## src/rtl/vga_clkgen_pkg.sv

```systemverilog
// Shared types, constants and command-bit helper for the DCM_CLKGEN programmer.
package vga_clkgen_pkg;

  localparam int unsigned CFG_W      = 8;
  localparam int unsigned BIT_CNT_W  = 4;
  localparam int unsigned LOAD_TICKS = 10;
  localparam int unsigned GAP_TICKS  = 2;
  localparam int unsigned TO_MIN_W   = 16;

  // Two-bit command prefixes; bit 0 goes out on the wire first.
  localparam logic [1:0] CMD_LOAD_D = 2'b01;
  localparam logic [1:0] CMD_LOAD_M = 2'b11;

  typedef enum logic [2:0] {
    IDLE      = 3'd0,
    LOAD_D    = 3'd1,
    GAP1      = 3'd2,
    LOAD_M    = 3'd3,
    GAP2      = 3'd4,
    GO        = 3'd5,
    WAIT_DONE = 3'd6,
    WAIT_LOCK = 3'd7
  } state_e;

  typedef struct packed {
    logic [CFG_W-1:0] m;
    logic [CFG_W-1:0] d;
  } cfg_t;

  // Serial bit idx of a load word: prefix (2 bits) then value LSB first.
  function automatic logic cmd_bit(input logic [1:0]           cmd,
                                   input logic [CFG_W-1:0]     val,
                                   input logic [BIT_CNT_W-1:0] idx);
    logic b;
    b = 1'b0;
    if (idx < BIT_CNT_W'(2)) begin
      b = cmd[idx[0]];
    end else if (idx < BIT_CNT_W'(LOAD_TICKS)) begin
      b = val[3'(idx - BIT_CNT_W'(2))];
    end
    return b;
  endfunction

endpackage

```

## src/rtl/vga_clkgen_sync.sv

```systemverilog
// Two-flop synchronizer for a single asynchronous level.
module vga_clkgen_sync (
  input  logic i_clk,
  input  logic i_rst,
  input  logic i_d,
  output logic o_q
);

  logic r_meta;
  logic r_q;

  always_ff @(posedge i_clk or posedge i_rst) begin
    if (i_rst) begin
      r_meta <= 1'b0;
      r_q    <= 1'b0;
    end else begin
      r_meta <= i_d;
      r_q    <= r_meta;
    end
  end

  assign o_q = r_q;

endmodule

```

## src/rtl/vga_clkgen_prog.sv

```systemverilog
// Serial programmer for a DCM_CLKGEN: shifts D and M words out on a divided
// programming clock, issues GO, then waits for PROGDONE and LOCKED.
module vga_clkgen_prog
  import vga_clkgen_pkg::*;
#(
  parameter int unsigned PROG_DIV = 2,
  parameter int unsigned TIMEOUT  = 65535
) (
  input  logic             sys_clk,
  input  logic             sys_rst,
  input  logic             start,
  input  logic [CFG_W-1:0] cfg_m,
  input  logic [CFG_W-1:0] cfg_d,
  output logic             busy,
  output logic             done,
  output logic             error,
  output logic             vga_progclk,
  output logic             vga_progdata,
  output logic             vga_progen,
  input  logic             vga_progdone,
  input  logic             vga_locked
);

  localparam int unsigned DIV_W = (PROG_DIV > 1) ? $clog2(PROG_DIV) : 1;
  localparam int unsigned TO_W  = ($clog2(TIMEOUT + 1) > TO_MIN_W) ? $clog2(TIMEOUT + 1) : TO_MIN_W;

  localparam logic [DIV_W-1:0]     DIV_LAST  = DIV_W'(PROG_DIV - 1);
  localparam logic [TO_W-1:0]      TO_LAST   = TO_W'(TIMEOUT - 1);
  localparam logic [TO_W-1:0]      TO_MAX    = '1;
  localparam logic [BIT_CNT_W-1:0] LOAD_LAST = BIT_CNT_W'(LOAD_TICKS - 1);
  localparam logic [BIT_CNT_W-1:0] GAP_LAST  = BIT_CNT_W'(GAP_TICKS - 1);

  state_e               r_state;
  state_e               w_state_nxt;
  cfg_t                 r_cfg;
  cfg_t                 w_cfg_nxt;
  logic [BIT_CNT_W-1:0] r_bit_cnt;
  logic [BIT_CNT_W-1:0] w_bit_nxt;
  logic [BIT_CNT_W-1:0] w_bit_inc;
  logic [TO_W-1:0]      r_to_cnt;
  logic [TO_W-1:0]      w_to_nxt;
  logic [TO_W-1:0]      w_to_inc;
  logic [DIV_W-1:0]     r_div_cnt;
  logic                 r_progclk;
  logic                 r_progdata;
  logic                 r_progen;
  logic                 r_busy;
  logic                 r_done;
  logic                 r_error;
  logic                 w_progdata_nxt;
  logic                 w_progen_nxt;
  logic                 w_busy_nxt;
  logic                 w_done_nxt;
  logic                 w_error_nxt;
  logic                 w_tick;
  logic                 w_progdone_s;
  logic                 w_locked_s;

  vga_clkgen_sync u_sync_progdone (
    .i_clk (sys_clk),
    .i_rst (sys_rst),
    .i_d   (vga_progdone),
    .o_q   (w_progdone_s)
  );

  vga_clkgen_sync u_sync_locked (
    .i_clk (sys_clk),
    .i_rst (sys_rst),
    .i_d   (vga_locked),
    .o_q   (w_locked_s)
  );

  // A tick is the edge that drives progclk low; serial outputs advance only here.
  assign w_tick    = r_busy && r_progclk && (r_div_cnt == DIV_LAST);
  assign w_bit_inc = r_bit_cnt + BIT_CNT_W'(1);
  assign w_to_inc  = (r_to_cnt == TO_MAX) ? r_to_cnt : (r_to_cnt + TO_W'(1));

  // Programming clock divider; parked low whenever the block is not busy.
  always_ff @(posedge sys_clk or posedge sys_rst) begin
    if (sys_rst) begin
      r_div_cnt <= '0;
      r_progclk <= 1'b0;
    end else if (!r_busy || !w_busy_nxt) begin
      r_div_cnt <= '0;
      r_progclk <= 1'b0;
    end else if (r_div_cnt == DIV_LAST) begin
      r_div_cnt <= '0;
      r_progclk <= ~r_progclk;
    end else begin
      r_div_cnt <= r_div_cnt + DIV_W'(1);
    end
  end

  always_ff @(posedge sys_clk or posedge sys_rst) begin
    if (sys_rst) begin
      r_state    <= IDLE;
      r_cfg      <= '0;
      r_bit_cnt  <= '0;
      r_to_cnt   <= '0;
      r_progdata <= 1'b0;
      r_progen   <= 1'b0;
      r_busy     <= 1'b0;
      r_done     <= 1'b0;
      r_error    <= 1'b0;
    end else begin
      r_state    <= w_state_nxt;
      r_cfg      <= w_cfg_nxt;
      r_bit_cnt  <= w_bit_nxt;
      r_to_cnt   <= w_to_nxt;
      r_progdata <= w_progdata_nxt;
      r_progen   <= w_progen_nxt;
      r_busy     <= w_busy_nxt;
      r_done     <= w_done_nxt;
      r_error    <= w_error_nxt;
    end
  end

  always_comb begin
    w_state_nxt    = r_state;
    w_cfg_nxt      = r_cfg;
    w_bit_nxt      = r_bit_cnt;
    w_to_nxt       = '0;
    w_progdata_nxt = r_progdata;
    w_progen_nxt   = r_progen;
    w_busy_nxt     = r_busy;
    w_done_nxt     = 1'b0;
    w_error_nxt    = 1'b0;

    case (r_state)
      IDLE: begin
        w_progdata_nxt = 1'b0;
        w_progen_nxt   = 1'b0;
        w_busy_nxt     = 1'b0;
        if (start) begin
          if (cfg_m != '0) begin
            w_state_nxt    = LOAD_D;
            w_cfg_nxt.m    = cfg_m;
            w_cfg_nxt.d    = cfg_d;
            w_bit_nxt      = '0;
            w_busy_nxt     = 1'b1;
            w_progen_nxt   = 1'b1;
            w_progdata_nxt = cmd_bit(CMD_LOAD_D, cfg_d, '0);
          end else begin
            w_error_nxt = 1'b1;
          end
        end
      end

      LOAD_D: begin
        if (w_tick) begin
          if (r_bit_cnt == LOAD_LAST) begin
            w_state_nxt    = GAP1;
            w_bit_nxt      = '0;
            w_progen_nxt   = 1'b0;
            w_progdata_nxt = 1'b0;
          end else begin
            w_bit_nxt      = w_bit_inc;
            w_progdata_nxt = cmd_bit(CMD_LOAD_D, r_cfg.d, w_bit_inc);
          end
        end
      end

      GAP1: begin
        if (w_tick) begin
          if (r_bit_cnt == GAP_LAST) begin
            w_state_nxt    = LOAD_M;
            w_bit_nxt      = '0;
            w_progen_nxt   = 1'b1;
            w_progdata_nxt = cmd_bit(CMD_LOAD_M, r_cfg.m, '0);
          end else begin
            w_bit_nxt = w_bit_inc;
          end
        end
      end

      LOAD_M: begin
        if (w_tick) begin
          if (r_bit_cnt == LOAD_LAST) begin
            w_state_nxt    = GAP2;
            w_bit_nxt      = '0;
            w_progen_nxt   = 1'b0;
            w_progdata_nxt = 1'b0;
          end else begin
            w_bit_nxt      = w_bit_inc;
            w_progdata_nxt = cmd_bit(CMD_LOAD_M, r_cfg.m, w_bit_inc);
          end
        end
      end

      GAP2: begin
        if (w_tick) begin
          if (r_bit_cnt == GAP_LAST) begin
            w_state_nxt    = GO;
            w_bit_nxt      = '0;
            w_progen_nxt   = 1'b1;
            w_progdata_nxt = 1'b0;
          end else begin
            w_bit_nxt = w_bit_inc;
          end
        end
      end

      GO: begin
        if (w_tick) begin
          w_state_nxt    = WAIT_DONE;
          w_progen_nxt   = 1'b0;
          w_progdata_nxt = 1'b0;
        end
      end

      // Timeout counter restarts from zero on every wait-state entry.
      WAIT_DONE: begin
        if (w_progdone_s) begin
          w_state_nxt = WAIT_LOCK;
        end else if (r_to_cnt >= TO_LAST) begin
          w_state_nxt = IDLE;
          w_busy_nxt  = 1'b0;
          w_error_nxt = 1'b1;
        end else begin
          w_to_nxt = w_to_inc;
        end
      end

      WAIT_LOCK: begin
        if (w_locked_s) begin
          w_state_nxt = IDLE;
          w_busy_nxt  = 1'b0;
          w_done_nxt  = 1'b1;
        end else if (r_to_cnt >= TO_LAST) begin
          w_state_nxt = IDLE;
          w_busy_nxt  = 1'b0;
          w_error_nxt = 1'b1;
        end else begin
          w_to_nxt = w_to_inc;
        end
      end

      default: begin
        w_state_nxt    = IDLE;
        w_busy_nxt     = 1'b0;
        w_progen_nxt   = 1'b0;
        w_progdata_nxt = 1'b0;
      end
    endcase
  end

  assign busy         = r_busy;
  assign done         = r_done;
  assign error        = r_error;
  assign vga_progclk  = r_progclk;
  assign vga_progdata = r_progdata;
  assign vga_progen   = r_progen;

endmodule

```

## config.mk

```make
export PLATFORM = sky130hd
export DESIGN_NAME = vga_clkgen_prog
export DESIGN_NICKNAME = d
export VERILOG_FILES = /design/src/rtl/vga_clkgen_pkg.sv /design/src/rtl/vga_clkgen_sync.sv /design/src/rtl/vga_clkgen_prog.sv
export SDC_FILE = /design/constraint.sdc
export NUM_CORES = 1
export LEC_CHECK = 0
export CORE_MARGIN = 4
export CORE_UTILIZATION = 58
export CTS_BUF_LIST = sky130_fd_sc_hd__clkbuf_8
export CTS_CLUSTER_SIZE = 8
export DETAILED_ROUTE_END_ITERATION = 7
export PLACE_DENSITY = 0.86
export SYNTH_ARGS = -nofsm -noshare
export SYNTH_HDL_FRONTEND = slang
export SYNTH_HIERARCHICAL = 1
export SYNTH_SLANG_ARGS = --single-unit
```

## constraint.sdc

```tcl
create_clock -name sys_clk -period 2.29 [get_ports sys_clk]
set_input_delay 0.229 -clock sys_clk [delete_from_list [all_inputs] [get_ports sys_clk]]
set_output_delay 0.229 -clock sys_clk [all_outputs]
set_load 0.03 [all_outputs]
```

==> results of run 1 <==
layout make-up:
cell class	instances	area [um2]	share of cell area, %
Inverter	9	33.8	1.14
Multi-Input combinational cell	171	1220	41.1
Tap cell	50	62.6	2.11
Clock buffer	5	68.8	2.32
Sequential cell	50	1250	42.2
Clock inverter	2	11.3	0.380
Timing Repair Buffer	34	320	10.8
Yosys cell counts, types with 4 or more instances:
cell type and count:
dfrtp_1 50, nor2_1 31, nand2_1 20, mux2_2 18
inv_1 9, xor2_1 9, nand3_1 8, o21ai_0 8
a21oi_1 6, nand4_1 6, nor3_1 6, xnor2_1 6
a31oi_1 4, buf_2 4, ha_1 4
state kept, by name, indices dropped and copies added, names as in the netlist, 3 cells and up:
register / count
r_to_cnt: 16
r_state: 3
r_cfg: 16
r_bit_cnt: 4
worst paths after layout:
path,start,endpoint,cells after the start
setup / recovery,r_bit_cnt[1],vga_progdata,8
min in group sys_clk,vga_progdone,u_sync_progdone/r_meta,1
hold / removal,sys_rst,u_sync_progdone/o_q,2
max in group asynchronous,sys_rst,r_cfg[8],3
hold reg to reg,u_sync_locked/r_meta,u_sync_locked/o_q,0
setup reg to reg,r_bit_cnt[1],vga_progdata,8
critical path, cell delays in order, from the launching register on:
cell and delay, ns:
dfrtp_1 0.42, ha_1 0.22, xnor2_2 0.28, buf_4 0.19, nand3_1 0.09, a2111oi_2 0.43
a211oi_1 0.14, o21ai_1 0.10, o21a_1 0.13
routing by layer:
layer / vias up / GRT usage, %
met4: 0 / 8.70
met3: 15 / 4.59
li1: 921 / -
met1: 922 / 24.1
met5: - / 0
met2: 68 / 33.2
power by group through the flow:
stage / logic [W] / registers, W / clock network [W]
floorplan: 0.00103 / 0.00133 / 0
global placement: 0.00129 / 0.00136 / 0
detailed placement: 0.00134 / 0.00138 / 0
CTS: 0.00135 / 0.00136 / 0.000493
global route: 0.00149 / 0.00141 / 0.000522
finish: 0.00135 / 0.00137 / 0.000481
through the flow:
step / utilization (%) / cells / setup WS (ns) / instance area (um2)
final: 71.6 / 321 / 0.225 / 2970
after global routing: 71.6 / 321 / 0.0863 / 2970
after CTS: 71.6 / 321 / 0.266 / 2970
after detailed placement: 69.6 / 314 / 0.171 / 2890
after global placement: 69.6 / 314 / 0.257 / 2890
after floorplan: - / 239 / 0.381 / 2570
placed cells by master, fill, tap and decap left out, types with 3 or more instances in the layout:
cell,n
xnor2_1,6
inv_1,9
nand2_1,20
clkdlybuf4s50_1,26
nor3b_1,3
nand4_1,6
a21oi_1,6
and3_1,3
buf_4,8
a31oi_1,4
a211oi_1,3
nor4_1,3
dfrtp_1,50
mux2_2,18
nand3b_1,3
nand3_1,8
xor2_1,9
nor3_1,6
ha_1,4
clkbuf_8,5
nand2b_1,3
o21ai_0,8
nor2_1,31
logic make-up after synthesis:
group | after synthesis
and+or+nand+nor | 90
xor gates and xnor gates | 16
DFF | 50
AOI/OAI and AO/OA | 39
muxes | 22
adders and majority gates | 4
buffers and inverters | 18
==> flow_summary.yaml, run 1 <==
hold_path:
  hold_path.class: "in2async"
global_routing:
  grt_pass1_wl_um: 8380
  grt_usage_pct: 19.7
  antenna_found_initial: 0
  grt_overflow_total: 0
  grt_max_degree: 22
  grt_pass1_vias: 1959
timing:
  layout_min_cycle_time_ns: 2.06
  final_max_slew_viol_count: 0
  rsz0062_at_grt: "no"
  clock.fmax_ghz: 0.484
  setup_violations: 0
  hold_viol: 0
  setup_tns_ns: 0
  max-slew-margin-rel_pct: 69.8
  worstMarginPinSlew_ns: 0.453
  hold_slack_ns: 0.151
  fin_crit_sh_pct: 90.2
  fin_skew_ns: 0.00687
floorplan:
  core_mm2: 0.00414
  fp-row-count: 23
  io_pins: 27
  start_util_pct: 62.0
  die-area_mm2: 0.00556
  die_y_um: 74.6
  die_w_um: 74.6
finish:
  area_growth_pct: 15.3
  fill_cells: 291
  drive_above_1_share_pct: 15.5
  diodes: 0
  fin_nets: 296
pwr:
  fin_total_pwr_w: 0.00320
  p_clk_share_pct: 15.0
  internal_power_w: 0.00200
  p_comb_share_pct: 42.1
  vdd_drop_max_v: 0.000811
  power_density_mw_per_mm2: 1080
  switchingPower_w: 0.00120
  leakage_nw: 1.25
  pwr-share-seq_pct: 42.8
  switching_share_pct: 37.5
place:
  port-buffer-count: 26
  hpwl_um: 3700
  gp_congestion: 0.850
synthesis:
  synth_top_area_share_pct: 48.7
  synthMuxAreaShare_pct: 10.6
  yosysTopAreaCell: "dfrtp_1"
  yosys-top-cells-area: "dfrtp_1 49%, mux2_2 7.9%, nor2_1 4.5%, xor2_1 3.1%, nand2_1 2.9%"
  synth-seq-area-share_pct: 48.7
  yosys_warnings: 6
  synth_seq_cells: 50
  synth_top_family_by_area: "simple AND/OR/NAND/NOR gates"
  syn_nets: 264
  syn_avg_cell_area_um2: 10.8
  synth_edf_count: 0
  synth_xor_area_share_pct: 5.74
  synth_area_mm2: 0.00257
  syn_inst: 239
  synthAdderAreaFrac_pct: 1.95
  synthSimpleGateAreaFrac_pct: 17.9
  synth_cell_types: 47
  synth_compound_area_share_pct: 11.2
  synthFlopType: "dfrtp_1"
  synth_async_sr_flop_share_pct: 100
critical_path:
  required_ns: 2.53
  start_kind: "flip-flop"
  worstSetupEndpointType: "flip-flop"
  r2r_setup_slack_ns: 0.23
  arrival_ns: 2.30
  crit_fanout: 5
  crit_type: "reg2reg"
routing:
  wl_met1_um: 2090
  final_antenna_net_count: 0
  drtIter0Drc: 107
  wl_um: 4930
  drt-pass1-iter-count: 4
  via_count: 1926
  routed-wl-met2_um: 2520
  drcViolationCount: 0
  vias_per_cell: 6.00
  wl_met3_um: 212
  wire_per_inst_um: 15.3
  maxUsedRoutingLayer: "met4"
cts:
  cts-htree-levels: 2
  cts_resized: 0
  clk_path_buf_depth: 2
  cts_buffers: 5
  clkSlewWorstSetupHoldPaths_ns: 0.09
  cts_tree: "done"
  cts_root_buf: "clkbuf_8"
  postCtsSetupBuffers: 0
  postCtsHoldBufs: 0
  clk_latency_ns: 0.30
  cts_num_sinks: 50
status:
  status: "finished, final reports clean"
run:
  drv_cap: 0
Note: power is estimated with default switching activity, not from simulation.
==> run 2, diff against run 1 <==
--- a/config.mk
+++ b/config.mk
@@ -6,11 +6,11 @@
 export NUM_CORES = 1
 export LEC_CHECK = 0
 export CORE_MARGIN = 4
-export CORE_UTILIZATION = 58
+export CORE_UTILIZATION = 60
 export CTS_BUF_LIST = sky130_fd_sc_hd__clkbuf_8
 export CTS_CLUSTER_SIZE = 8
 export DETAILED_ROUTE_END_ITERATION = 7
-export PLACE_DENSITY = 0.86
+export PLACE_DENSITY = 0.89
 export SYNTH_ARGS = -nofsm -noshare
 export SYNTH_HDL_FRONTEND = slang
 export SYNTH_HIERARCHICAL = 1
==> constraint.sdc (replaced) <==
create_clock -name sys_clk -period 2.4 [get_ports sys_clk]
set_input_delay 0.24 -clock sys_clk [delete_from_list [all_inputs] [get_ports sys_clk]]
set_output_delay 0.24 -clock sys_clk [all_outputs]
set_load 0.03 [all_outputs]
==> run 2 against run 1 <==
Compared with the run above: combinational power decreased by 8%; critical path depth decreased by 2; sequential power shrank 4%; critical endpoint unchanged; total power down 5.2%; sequential share of layout area up 0.32 points; highest routed layer unchanged; register-to-register slack gained 0.099 ns; global-route usage fell by 0.43 points; clock-buffer cell count did not move; die area fell by 3.0%; final cell count fell by 0.93%; utilization rose by 0.46 points; setup slack improved by 0.099 ns.
==> flow_summary.yaml, run 2 (synthesis gave the netlist of run 1 again) <==
hold_path:
  hold_path.class: "in2async"
cts:
  cts_root_buf: "clkbuf_8"
  postCtsSetupBuffers: 0
  clkSlewWorstSetupHoldPaths_ns: 0.09
  clk_latency_ns: 0.30
  cts_num_sinks: 50
  postCtsHoldBufs: 0
  cts_tree: "done"
  clk_path_buf_depth: 2
  cts-htree-levels: 2
  cts_resized: 0
  cts_buffers: 5
critical_path:
  worst_path_max_delay_cell: "mux4_2"
  required_ns: 2.59
  max_stage_delay_ns: 0.55
  reg2reg_depth: 6
  crit_type: "reg2reg"
  worstSetupEndpointType: "flip-flop"
  arrival_ns: 2.27
  start_kind: "flip-flop"
  crit_fanout: 8
  crit_buf_inv: 0
  critical_path.cell_chain: "ha_1 > xnor2_2 > mux4_2 > a41oi_1 > o21ai_1 > o21a_1"
  path_depth: 6
  critPathTopFamily: "multiplexers"
floorplan:
  die_w_um: 73.5
  die-area_mm2: 0.00540
  fp-row-count: 23
  start_util_pct: 62.9
  die_y_um: 73.5
  core_mm2: 0.00409
  io_pins: 27
finish:
  diodes: 0
  area_growth_pct: 14.5
  final_common_cell: "dfrtp_1"
  fin_nets: 292
  stdcell_count: 318
  fill_cells: 273
  design_area_mm2: 0.00294
  reg_top3: "r_cfg (16), r_to_cnt (16), r_bit_cnt (4)"
  layout_common_cells: "50 x dfrtp_1, 31 x nor2_1, 26 x clkdlybuf4s50_1"
  drive_above_1_share_pct: 14.9
routing:
  wire_per_inst_um: 15.3
  final_antenna_net_count: 0
  via_count: 1892
  drcViolationCount: 0
  drt-pass1-iter-count: 4
  drtIter0Drc: 95
  wl_um: 4870
  vias_per_cell: 5.95
place:
  placedCellCount: 310
  hpwl_um: 3580
  gp_congestion: 0.844
  port-buffer-count: 26
  placed_area_mm2: 0.00286
pwr:
  power_density_mw_per_mm2: 1030
  fin_total_pwr_w: 0.00303
  leakage_nw: 1.24
  vdd_drop_max_v: 0.000835
global_routing:
  grt_overflow_total: 0
  grt_pass1_wl_um: 8140
  grt_max_degree: 47
  grt_pass1_vias: 1895
  antenna_found_initial: 0
  grt_usage_pct: 19.3
timing:
  hold_viol: 0
  worstMarginPinSlew_ns: 0.563
  final_max_slew_viol_count: 0
  max-slew-margin-rel_pct: 62.5
  clock.fmax_ghz: 0.482
  fin_crit_sh_pct: 86.5
  setup_violations: 0
  layout_min_cycle_time_ns: 2.08
  rsz0062_at_grt: "no"
  setup_tns_ns: 0
  fin_skew_ns: 0.0114
run:
  drv_cap: 0
status:
  status: "finished, final reports clean"
## run 2: cell types whose count changed in the layout (fill, tap and decap cells not counted)
cell,delta
buf_4,-4
clkinv_2,+2
clkinvlp_4,-1
inv_1,-1
inv_6,+1
## run 2: layout make-up
class                      instances  area, um2  share of cell area [%]
clock inverter                     3       18.8                   0.638
sequential                        50       1250                    42.5
tap                               50       62.6                    2.13
multi-input combinational        171       1220                    41.4
inverter                           9       33.8                    1.15
timing repair buffer              30        290                    9.86
clock buffer                       5       68.8                    2.34
## run 2: worst paths after layout
path | slack, ns | endpoint | start
max in group asynchronous | 1.58 | r_to_cnt[9] | sys_rst
hold / removal | 0.14 | u_sync_locked/r_meta | sys_rst
hold reg to reg | 0.36 | u_sync_progdone/o_q | u_sync_progdone/r_meta
setup reg to reg | 0.32 | vga_progdata | r_bit_cnt[1]
setup / recovery | 0.32 | vga_progdata | r_bit_cnt[1]
min in group sys_clk | 0.36 | u_sync_progdone/o_q | u_sync_progdone/r_meta
## run 2: per-layer routing
layer | share of wire (%) | vias to the layer above | global-route usage, %
met3 | 3.7 | 13 | 3.97
met4 | 1.9 | 0 | 6.84
met2 | 53 | 39 | 33.8
li1 | - | 909 | -
met5 | 0 | - | 0
met1 | 42 | 931 | 23.3
## run 2: worst reg2reg max path, delay by kind of cell, from the launching register on
| family | cells | cell delay [ns] |
|---|---|---|
| flops | 1 | 0.42 |
| fa+ha+maj | 1 | 0.22 |
| compound gates | 3 | 0.43 |
| xor+xnor | 1 | 0.35 |
| mux | 1 | 0.56 |
## run 2: per-stage QoR
stage	setup WS [ns]	hold WS, ns	util, %
global placement	0.365	0.336	69.9
global route	0.154	0.141	72.0
floorplan	0.491	-0.0188	-
finish	0.324	0.136	72.0
CTS	0.295	0.133	72.0
detailed placement	0.280	0.341	69.9
## run 2: where the power goes
group | total [W] | internal [W] | switching [W]
Clock | 0.000485 | 0.000206 | 0.000280
Combinational | 0.00124 | 0.000595 | 0.000643
Sequential | 0.00131 | 0.00108 | 0.000225
Total | 0.00303 | 0.00188 | 0.00115
